## src/rtl/jtag_master_pkg.sv

```systemverilog
// ---------------------------------------------------------------------------
// jtag_master_pkg
// Shared types and TAP sequencing constants for the JTAG master engine.
//   op_e     : command opcodes carried on cmd_op_i
//   state_e  : engine FSM states
//   HDR_*/POST/RESET_TMS : TMS patterns, LSB is the first TCK period
// ---------------------------------------------------------------------------
package jtag_master_pkg;

    typedef enum logic [1:0] {
        OP_RESET    = 2'd0,
        OP_SHIFT_IR = 2'd1,
        OP_SHIFT_DR = 2'd2,
        OP_IDLE     = 2'd3
    } op_e;

    typedef enum logic [2:0] {
        ST_IDLE,
        ST_TRST,
        ST_HDR,
        ST_SHIFT,
        ST_POST,
        ST_RSP
    } state_e;

    // RTI -> Select-DR -> Capture-DR -> Shift-DR
    localparam logic [2:0] HDR_DR       = 3'b001;
    localparam int         HDR_DR_LEN   = 3;
    // RTI -> Select-DR -> Select-IR -> Capture-IR -> Shift-IR
    localparam logic [3:0] HDR_IR       = 4'b0011;
    localparam int         HDR_IR_LEN   = 4;
    // Exit1 -> Update -> RTI
    localparam logic [1:0] POST         = 2'b01;
    localparam int         POST_LEN     = 2;
    // Five ones reach Test-Logic-Reset from anywhere, the zero parks in RTI
    localparam logic [5:0] RESET_TMS    = 6'b011111;
    localparam int         RESET_LEN    = 6;
    localparam int         TRST_PERIODS = 2;

    // Header TMS pattern zero-extended to 8 bits so one index width fits all ops
    function automatic logic [7:0] hdr_pattern(input op_e op);
        logic [7:0] pat;
        pat = 8'h00;
        case (op)
            OP_RESET:    pat = {2'b00, RESET_TMS};
            OP_SHIFT_IR: pat = {4'b0000, HDR_IR};
            OP_SHIFT_DR: pat = {5'b00000, HDR_DR};
            default:     pat = 8'h00;
        endcase
        return pat;
    endfunction

    function automatic logic is_shift(input op_e op);
        return (op == OP_SHIFT_IR) || (op == OP_SHIFT_DR);
    endfunction

endpackage

```

## src/rtl/jtag_master_engine_tck_gen.sv

```systemverilog
// ---------------------------------------------------------------------------
// jtag_tck_gen
// TCK divider. While en is high it produces back-to-back TCK periods, each a
// low phase followed by a high phase of CLK_DIV clk_i cycles.
//   en       : run; when low, TCK is held low and the phase state clears
//   tck      : registered TCK
//   fall_stb : combinational, the coming clk_i edge starts a low phase
//   rise_stb : combinational, the coming clk_i edge raises TCK
// ---------------------------------------------------------------------------
module jtag_tck_gen #(
    parameter int CLK_DIV = 4
) (
    input  logic clk_i,
    input  logic rst_n,
    input  logic en,
    output logic tck,
    output logic fall_stb,
    output logic rise_stb
);

    localparam int                CNT_W    = $clog2(CLK_DIV) + 1;
    localparam logic [CNT_W-1:0]  CNT_LAST = CNT_W'(CLK_DIV - 1);

    logic [CNT_W-1:0] cnt;
    logic             started;

    // The very first edge after enable opens a low phase without waiting.
    assign fall_stb = en && (!started || (tck && (cnt == CNT_LAST)));
    assign rise_stb = en && started && !tck && (cnt == CNT_LAST);

    // NOTE: sequential state uses non-blocking assignments so every flop
    // samples the pre-edge value of every other flop.
    always_ff @(posedge clk_i or negedge rst_n) begin
        if (!rst_n) begin
            cnt     <= '0;
            tck     <= 1'b0;
            started <= 1'b0;
        end else if (!en) begin
            cnt     <= '0;
            tck     <= 1'b0;
            started <= 1'b0;
        end else if (fall_stb) begin
            cnt     <= '0;
            tck     <= 1'b0;
            started <= 1'b1;
        end else if (rise_stb) begin
            cnt     <= '0;
            tck     <= 1'b1;
        end else begin
            cnt     <= cnt + CNT_W'(1);
        end
    end

endmodule

```

## src/rtl/jtag_master_engine.sv

```systemverilog
// ---------------------------------------------------------------------------
// jtag_master_engine
// Command-driven JTAG initiator. Each command walks the TAP from Run-Test/Idle
// through the needed states and back, returning one response.
//   cmd_*  : valid/ready command stream (op, len, TDI data LSB first)
//   rsp_*  : valid/ready response stream, captured TDO right-aligned
//   jtag_* : TCK/TMS/TDI/TRSTn to the target, TDO from the target
// ---------------------------------------------------------------------------
module jtag_master_engine
    import jtag_master_pkg::*;
#(
    parameter int CLK_DIV = 4,
    parameter int MAX_LEN = 32,
    parameter int LEN_W   = $clog2(MAX_LEN) + 1
) (
    input  logic               clk_i,
    input  logic               rst_n,
    input  logic               cmd_valid_i,
    output logic               cmd_ready_o,
    input  logic [1:0]         cmd_op_i,
    input  logic [LEN_W-1:0]   cmd_len_i,
    input  logic [MAX_LEN-1:0] cmd_data_i,
    output logic               rsp_valid_o,
    input  logic               rsp_ready_i,
    output logic [MAX_LEN-1:0] rsp_data_o,
    output logic               jtag_tck_o,
    output logic               jtag_tms_o,
    output logic               jtag_tdi_o,
    output logic               jtag_trst_no,
    input  logic               jtag_tdo_i
);

    localparam int IDX_W = $clog2(MAX_LEN);

    state_e             state;
    state_e             nxt_state;
    op_e                op_q;
    logic [LEN_W-1:0]   len_q;
    logic [MAX_LEN-1:0] data_q;
    logic [MAX_LEN-1:0] cap;
    logic [LEN_W-1:0]   idx;        // period index within the current state
    logic [LEN_W-1:0]   nxt_idx;
    logic [LEN_W-1:0]   phase_len;
    logic               active;     // a period has been presented for this command
    logic               nxt_tms;
    logic               nxt_tdi;
    logic               nxt_trst_n;
    logic [7:0]         hdr_pat;
    logic               tck_en;
    logic               fall_stb;
    logic               rise_stb;

    function automatic logic [LEN_W-1:0] clamp_len(input logic [LEN_W-1:0] len);
        if (len == '0)                    return LEN_W'(1);
        else if (len > LEN_W'(MAX_LEN))   return LEN_W'(MAX_LEN);
        else                              return len;
    endfunction

    assign tck_en  = (state == ST_TRST) || (state == ST_HDR) ||
                     (state == ST_SHIFT) || (state == ST_POST);
    assign hdr_pat = hdr_pattern(op_q);

    jtag_tck_gen #(.CLK_DIV(CLK_DIV)) u_tck_gen (
        .clk_i    (clk_i),
        .rst_n    (rst_n),
        .en       (tck_en),
        .tck      (jtag_tck_o),
        .fall_stb (fall_stb),
        .rise_stb (rise_stb)
    );

    // NOTE: every signal written in always_comb gets a default first so no
    // path through the block can leave it unassigned and infer a latch.
    always_comb begin
        phase_len = LEN_W'(1);
        case (state)
            ST_TRST:  phase_len = LEN_W'(TRST_PERIODS);
            ST_HDR: begin
                case (op_q)
                    OP_RESET:    phase_len = LEN_W'(RESET_LEN);
                    OP_SHIFT_IR: phase_len = LEN_W'(HDR_IR_LEN);
                    OP_SHIFT_DR: phase_len = LEN_W'(HDR_DR_LEN);
                    default:     phase_len = len_q;   // OP_IDLE: len TMS=0 periods
                endcase
            end
            ST_SHIFT: phase_len = len_q;
            ST_POST:  phase_len = LEN_W'(POST_LEN);
            default:  phase_len = LEN_W'(1);
        endcase
    end

    // Which period comes next once the current one ends at a fall strobe.
    always_comb begin
        nxt_state = state;
        nxt_idx   = idx + LEN_W'(1);
        if (!active) begin
            nxt_idx = '0;
        end else if (idx == phase_len - LEN_W'(1)) begin
            nxt_idx = '0;
            case (state)
                ST_TRST:  nxt_state = ST_HDR;
                ST_HDR:   nxt_state = is_shift(op_q) ? ST_SHIFT : ST_RSP;
                ST_SHIFT: nxt_state = ST_POST;
                ST_POST:  nxt_state = ST_RSP;
                default:  nxt_state = state;
            endcase
        end
    end

    // Pin values for the next period; ST_RSP leaves TMS/TDI low, TRSTn high.
    always_comb begin
        nxt_tms    = 1'b0;
        nxt_tdi    = 1'b0;
        nxt_trst_n = 1'b1;
        case (nxt_state)
            ST_TRST: begin
                nxt_tms    = 1'b1;
                nxt_trst_n = 1'b0;
            end
            ST_HDR:   nxt_tms = hdr_pat[nxt_idx[2:0]];
            ST_SHIFT: begin
                nxt_tms = (nxt_idx == len_q - LEN_W'(1));   // last bit exits Shift
                nxt_tdi = data_q[nxt_idx[IDX_W-1:0]];
            end
            ST_POST:  nxt_tms = POST[nxt_idx[0]];
            default:  ;
        endcase
    end

    always_ff @(posedge clk_i or negedge rst_n) begin
        if (!rst_n) begin
            state        <= ST_IDLE;
            op_q         <= OP_RESET;
            len_q        <= '0;
            data_q       <= '0;
            cap          <= '0;
            idx          <= '0;
            active       <= 1'b0;
            cmd_ready_o  <= 1'b0;
            rsp_valid_o  <= 1'b0;
            rsp_data_o   <= '0;
            jtag_tms_o   <= 1'b1;
            jtag_tdi_o   <= 1'b0;
            jtag_trst_no <= 1'b0;
        end else begin
            case (state)
                ST_IDLE: begin
                    jtag_trst_no <= 1'b1;
                    if (cmd_valid_i && cmd_ready_o) begin
                        cmd_ready_o <= 1'b0;
                        op_q        <= op_e'(cmd_op_i);
                        len_q       <= clamp_len(cmd_len_i);
                        data_q      <= cmd_data_i;
                        cap         <= '0;
                        idx         <= '0;
                        active      <= 1'b0;
                        state       <= (op_e'(cmd_op_i) == OP_RESET) ? ST_TRST : ST_HDR;
                    end else begin
                        cmd_ready_o <= 1'b1;
                    end
                end
                ST_TRST, ST_HDR, ST_SHIFT, ST_POST: begin
                    if (rise_stb && (state == ST_SHIFT)) begin
                        cap[idx[IDX_W-1:0]] <= jtag_tdo_i;
                    end
                    if (fall_stb) begin
                        active       <= 1'b1;
                        state        <= nxt_state;
                        idx          <= nxt_idx;
                        jtag_tms_o   <= nxt_tms;
                        jtag_tdi_o   <= nxt_tdi;
                        jtag_trst_no <= nxt_trst_n;
                        if (nxt_state == ST_RSP) begin
                            rsp_valid_o <= 1'b1;
                            rsp_data_o  <= cap;
                        end
                    end
                end
                ST_RSP: begin
                    if (rsp_ready_i) begin
                        rsp_valid_o <= 1'b0;
                        cmd_ready_o <= 1'b1;
                        state       <= ST_IDLE;
                    end
                end
                default: state <= ST_IDLE;
            endcase
        end
    end

endmodule
```

## config.mk

```make
export PLATFORM = sky130hd
export DESIGN_NAME = jtag_master_engine
export DESIGN_NICKNAME = d
export VERILOG_FILES = /design/src/rtl/jtag_master_pkg.sv /design/src/rtl/jtag_master_engine_tck_gen.sv /design/src/rtl/jtag_master_engine.sv
export SDC_FILE = /design/constraint.sdc
export NUM_CORES = 1
export LEC_CHECK = 0
export BUFFER_PORTS_ARGS = -buffer_cell sky130_fd_sc_hd__buf_2
export CELL_PAD_IN_SITES_DETAIL_PLACEMENT = 0
export CELL_PAD_IN_SITES_GLOBAL_PLACEMENT = 1
export CORE_MARGIN = 3
export CORE_UTILIZATION = 30
export CTS_CLUSTER_DIAMETER = 40
export DETAILED_ROUTE_END_ITERATION = 6
export GPL_TIMING_DRIVEN = 0
export PLACE_DENSITY = 0.68
export SYNTH_ARGS = -nofsm -noshare
export SYNTH_HDL_FRONTEND = slang
export SYNTH_SLANG_ARGS = --single-unit
```

## constraint.sdc

```tcl
create_clock -name clk_i -period 10.8 [get_ports clk_i]
set_clock_uncertainty 0.15 [all_clocks]
set_input_delay 0 -clock clk_i [delete_from_list [all_inputs] [get_ports clk_i]]
set_output_delay 0 -clock clk_i [all_outputs]
set_load 0.005 [all_outputs]
```

; Word-level counts from Yosys, hierarchy flattened
; Cells that the tools add are included.
[word_totals]
out_inout_bits = 38
elab_cells = 134
inputBits = 45
regBits = 124
[op_classes]
mux = 53
order_cmp = 6
reduce_logical = 33
addsub = 4
eq_ne = 22
[op_table]
columns = operator, n
row1 = $mux 32, 2
row2 = $pmux 32 s2, 1
row3 = $mux 6, 6
row4 = $pmux 6 s3, 2
row5 = $bwmux 32, 1
row6 = $mux 3, 9
row7 = $mux 1, 19
row8 = $eq 3x2->1 const B, 5
row9 = $pmux 5 s3, 1
row10 = $eq 3x3->1 const B, 4
row11 = $eq 6x6->1, 2
row12 = $lt 5x6->1 const B, 2
row13 = $ne 2x2->1 const B, 6
row14 = $pmux 3 s4, 1
row15 = $pmux 6 s2, 1
row16 = $reduce_and 3->1, 4
row17 = $sub 6x1->6 const B, 2
row18 = $pmux 3 s3, 1
row19 = $logic_and 1x1->1, 8
row20 = $pmux 1 s2, 4
row21 = $reduce_and 2->1, 4
row22 = $add 6x1->6 const B, 1
row23 = $eq 3x1->1 const B, 2
row24 = $gt 6x6->1 const B, 1
row25 = 21 further kinds, 29

; Depth between registers and ports, before layout
[logic_depth]
ltp_word = 11
depth_mapped = 16

; Modules after synthesis
; Synthesis repeated with hierarchy kept, for this count alone.
[hier_totals]
cells_unflattened = 691
area_unflattened_um2 = 6577.6
[modules_own_cells]
columns = mod, cells_per_inst, instances, seq_area_each_um2, area_per_inst_um2
row1 = jtag_master_engine, 674, 1, 2979.1, 6367.4
row2 = jtag_tck_gen, 17, 1, 125.1, 210.2

; Worst setup path before layout
; No wires, ideal clock.
[synth_timing]
path_type = reg-to-reg
from = register op_q[0]
to = register rsp_data_o[0]
t_arrival_ns = 3.440
slack_ns = 7.085
synth_period_minus_slack_ns = 3.715
n_path_buf = 2
t_required_ns = 10.525
path_stages_with_launch = 17
cell_sequence = dfrtp_1 -> inv_1 -> ha_1 -> or2_2 -> a221oi_1 -> o21a_1 -> ha_1 -> nand4b_1 -> o22ai_1 -> mux2i_1 -> o21a_4 -> nor3_4 -> nand2_2 -> or4b_4 -> buf_6 -> buf_12 -> mux2_4
[synth_via]
elab_chain_len = 9
[synth_lines]
columns = item, line
row1 = "start, declared", jtag_master_engine.sv:37  ; op_e op_q;
row2 = "start signal, assigned", jtag_master_engine.sv:151  ; op_q <= op_e'(cmd_op_i);
row3 = "$eq 2x2->1, or another cell as far along", "jtag_master_pkg.sv:54, jtag_master_engine.sv:79"
row4 = $pmux 6 s3, jtag_master_engine.sv:79  ; case (op_q)
row5 = $pmux 6 s3, jtag_master_engine.sv:76  ; case (state)
row6 = $sub 6x1->6, jtag_master_engine.sv:98  ; end else if (idx == phase_len - LEN_W'(1)) begin
row7 = $eq 6x6->1, jtag_master_engine.sv:98
row8 = $mux 3 *, jtag_master_engine.sv:98
row9 = $mux 3 *, jtag_master_engine.sv:96  ; if (!active) begin
row10 = $eq 3x3->1 *, jtag_master_engine.sv:173  ; if (nxt_state == ST_RSP) begin
row11 = $reduce_and 3->1 (no line) *, -
row12 = "end signal, assigned", jtag_master_engine.sv:175  ; rsp_data_o <= cap;
row13 = "end, declared", jtag_master_engine.sv:25  ; output logic [MAX_LEN-1:0] rsp_data_o,
; Every way passes the cells marked *; elsewhere a longest branch is shown, timed or not.
; A chain may end at the register's enable or synchronous reset.

; Worst setup path after layout
[layout_timing]
from = register op_q[0]
to = register rsp_data_o[13]
; Same word-level chain as after synthesis.

==> results.toml <==
[run_status]
run_status = "complete, no violations"

[critical_path]
r2r-start = "op_q[0]"
cp_top_family = "simple AND/OR/NAND/NOR gates"
crit_start = "op_q[0]"
crit_slowest_cell = "or4b_4"
critical_path.most_common_cell = "ha_1"
startpoint_type = "flip-flop"
crit_chain = "inv_1 > ha_1 > or2_2 > a221oi_1 > o21a_1 > ha_1 > nand4b_1 > o22ai_1 > mux2i_1 > o21a_4 > nor3_4 > nand2_2 > or4b_4 > buf_6 > buf_12 > mux2_4"
crit_buf_inv = 3
slowest_delay_ns = 0.49
endpoint_kind = "flip-flop"
worst_ep_arrival_time_ns = 4.36
critPathMaxFanout = 10
crit_required_ns = 10.96
criticalPathCategory = "reg -> reg"

[worst_hold_path]
worstHoldPathType = "in -> reg"
worstHoldStart = "cmd_data_i[0]"

[clocking]
htree_num_levels = 4
cts_tree = "yes"
cts_setup_buffers = 0
cts_buffer_depth = 2
root_buffer = "clkbuf_16"
cts_resized = 0
numCtsBuffers = 17
cts_hold_buf = 46
cts.reportedPaths.clkPinSlew_ns = 0.06
clk_latency_ns = 0.42
cts_sinks = 124

[synth]
synth_area_leaders = "dfrtp_1 (47%), nand2_1 (8.4%), mux2_4 (6.6%)"
synth.largest_area_cell = "dfrtp_1"
synth_cell_types = 74
ys_ff_latch = 124
synth_top_area_share_pct = 46.6
synth-edff-count = 0
syn_inst = 684
ys.flop_type = "dfrtp_1"
yosysWarnings = 0
yosysSeqAreaShare_pct = 47.0
async_flop_share_pct = 100
synthesis.area_mm2 = 0.00661
avgSynthCellArea_um2 = 9.66
syn_nets = 741

[sta]
period_needed_ns = 4.20
hold_viol = 0
period_share_pct = 38.9
drv_slew = 0
setup_viol = 0
fin_tns_setup_ns = 0
fmax_mhz = 238
relSlewSlack_pct = 27.0
rsz0062_at_grt = "false"
max_slew.worst_pin.slew_ns = 1.09

[placed_design]
numPortBuffers = 82
dp_hpwl_um = 12800
dp_cells = 1042
gp_congestion = 0.849

[finish]
diodes = 0
seq_area_mm2 = 0.00310
multiInputGateArea_mm2 = 0.00317
nFillCells = 2145
area_delta_synth_final_pct = 28.1
layout-drive-gt1-share_pct = 22.0
nNetsFinal = 889
final_cells = 1120

[floorplan]
fp.dieW_um = 154
core_area_mm2 = 0.0214
rows = 53
ios = 83
dieArea_mm2 = 0.0238
die_h_um = 154
initial_utilization_pct = 30.9

[route]
final_antenna_net_count = 0
first_iter_violations = 314
via_per_inst = 4.91
remaining_drc_errors = 0
vias = 5498
wl_per_cell_um = 16.1
wl_um = 18000
dr.pass1.iters = 5

[pwr]
cellLeakagePower_nw = 4.02
peakVddDrop_mv = 0.113
power.density_mw_per_mm2 = 255

[global_routing]
grt_pass1_vias = 5460
overflow = 0
track_usage_pct = 15.3
grt_max_degree = 80
antenna_found_initial = 0
grt_pass1_wl_um = 29200

[run]
cap_violations = 0
## power by group
group          internal [mW]  leakage (nW)  switching, mW
logic                  0.368          2.08          0.602
clock network          0.343         0.286          0.227
registers              0.557          1.65         0.0566
total                   1.27          4.02          0.886
## path summary, 6_finish.rpt
path	slack [ns]	to	depth (start not counted)
max	6.60	rsp_data_o[13]	16
min	0.15	data_q[0]	4
max reg2reg	6.60	rsp_data_o[13]	16
min reg2reg	0.30	u_tck_gen.cnt[0]	1
max in group asynchronous	9.56	jtag_tms_o	4
min in group asynchronous	0.51	rsp_data_o[20]	4
## Yosys cell counts, drive strengths merged, types with 4 or more instances
cell type	count
a221oi	4
clkbuf	33
dfrtp	123
buf	13
o21ai	86
and2	6
a2111oi	4
ha	12
a22oi	4
xnor2	15
o22ai	4
nand2	148
a21oi	47
o31ai	4
nor3	12
mux2i	5
mux2	33
nand3	8
inv	16
nand2b	6
xor2	4
nor2	23
nand3b	6
nor2b	6
mux4	5
## cells by family (layout without fill, tap and decap cells)
family                   Yosys count  in the layout  share of synthesized area [%]
multiplexers                      43             43                           9.79
buffers and inverters             62            223                           4.96
AO/OA/AOI/OAI                    184            184                           16.6
AND/OR/NAND/NOR                  240            240                           16.9
adder cells (fa/ha/maj)           12             12                           2.27
flip-flops                       124            124                           47.0
XOR/XNOR                          19             19                           2.52
## metal layers
metal | wire length (µm) | share of wire (%) | vias up | global-route usage [%]
met2 | 8310 | 46 | 132 | 24.0
met3 | 692 | 3.8 | 30 | 3.02
met5 | 0 | 0 | - | 0
met1 | 8590 | 48 | 2636 | 20.9
met4 | 395 | 2.2 | 0 | 5.51
li1 | - | - | 2700 | -
## area by class of cell
type,instances,share of cell area (%)
plain buffers,46,3.16
clock buffers,17,5.03
clock inverters,15,1.92
inverters,16,0.710
multi-input cells,498,37.5
flip-flops and latches,124,36.7
well taps,275,4.07
repair buffers,129,10.9
## state kept, by name (all words and copies together), names as in the netlist
signal,cells
u_tck_gen.started,1
jtag_tms_o,1
idx,6
cmd_ready_o,1
u_tck_gen.cnt,3
rsp_valid_o,1
cap,32
data_q,32
u_tck_gen.tck,1
jtag_trst_no,1
active,1
len_q,6
op_q,2
rsp_data_o,32
jtag_tdi_o,1
state,3
## layout by cell type (no fill, tap or decap), types with 12 or more instances in the layout
cell type / count
buf_2: 84
xnor2_1: 15
nor2_1: 23
clkbuf_16: 17
nand2_1: 147
mux2_4: 29
o21ai_0: 85
dlygate4sd3_1: 45
clkbuf_1: 32
dfrtp_1: 123
a21oi_1: 47
inv_1: 14
ha_1: 12
## through the flow
stage / hold slack (ns) / utilization, % / area (µm²) / power [mW] / setup slack (ns)
after floorplan: -0.446 / - / 6610 / 1.31 / 7.08
after global placement: 0.0421 / 34.5 / 7360 / 1.57 / 6.65
after detailed placement: -0.191 / 34.6 / 7390 / 1.57 / 6.66
after CTS: 0.131 / 39.6 / 8460 / 2.17 / 6.62
after global routing: 0.152 / 39.6 / 8460 / 2.31 / 6.25
final: 0.145 / 39.6 / 8460 / 2.15 / 6.60
## tightest hold or removal path, stage by stage
cell           delay (ns)
dlygate4sd3_1        0.51
buf_2                0.09
nand2_1              0.04
nand2_1              0.04
(Power assumes the default switching activity.)
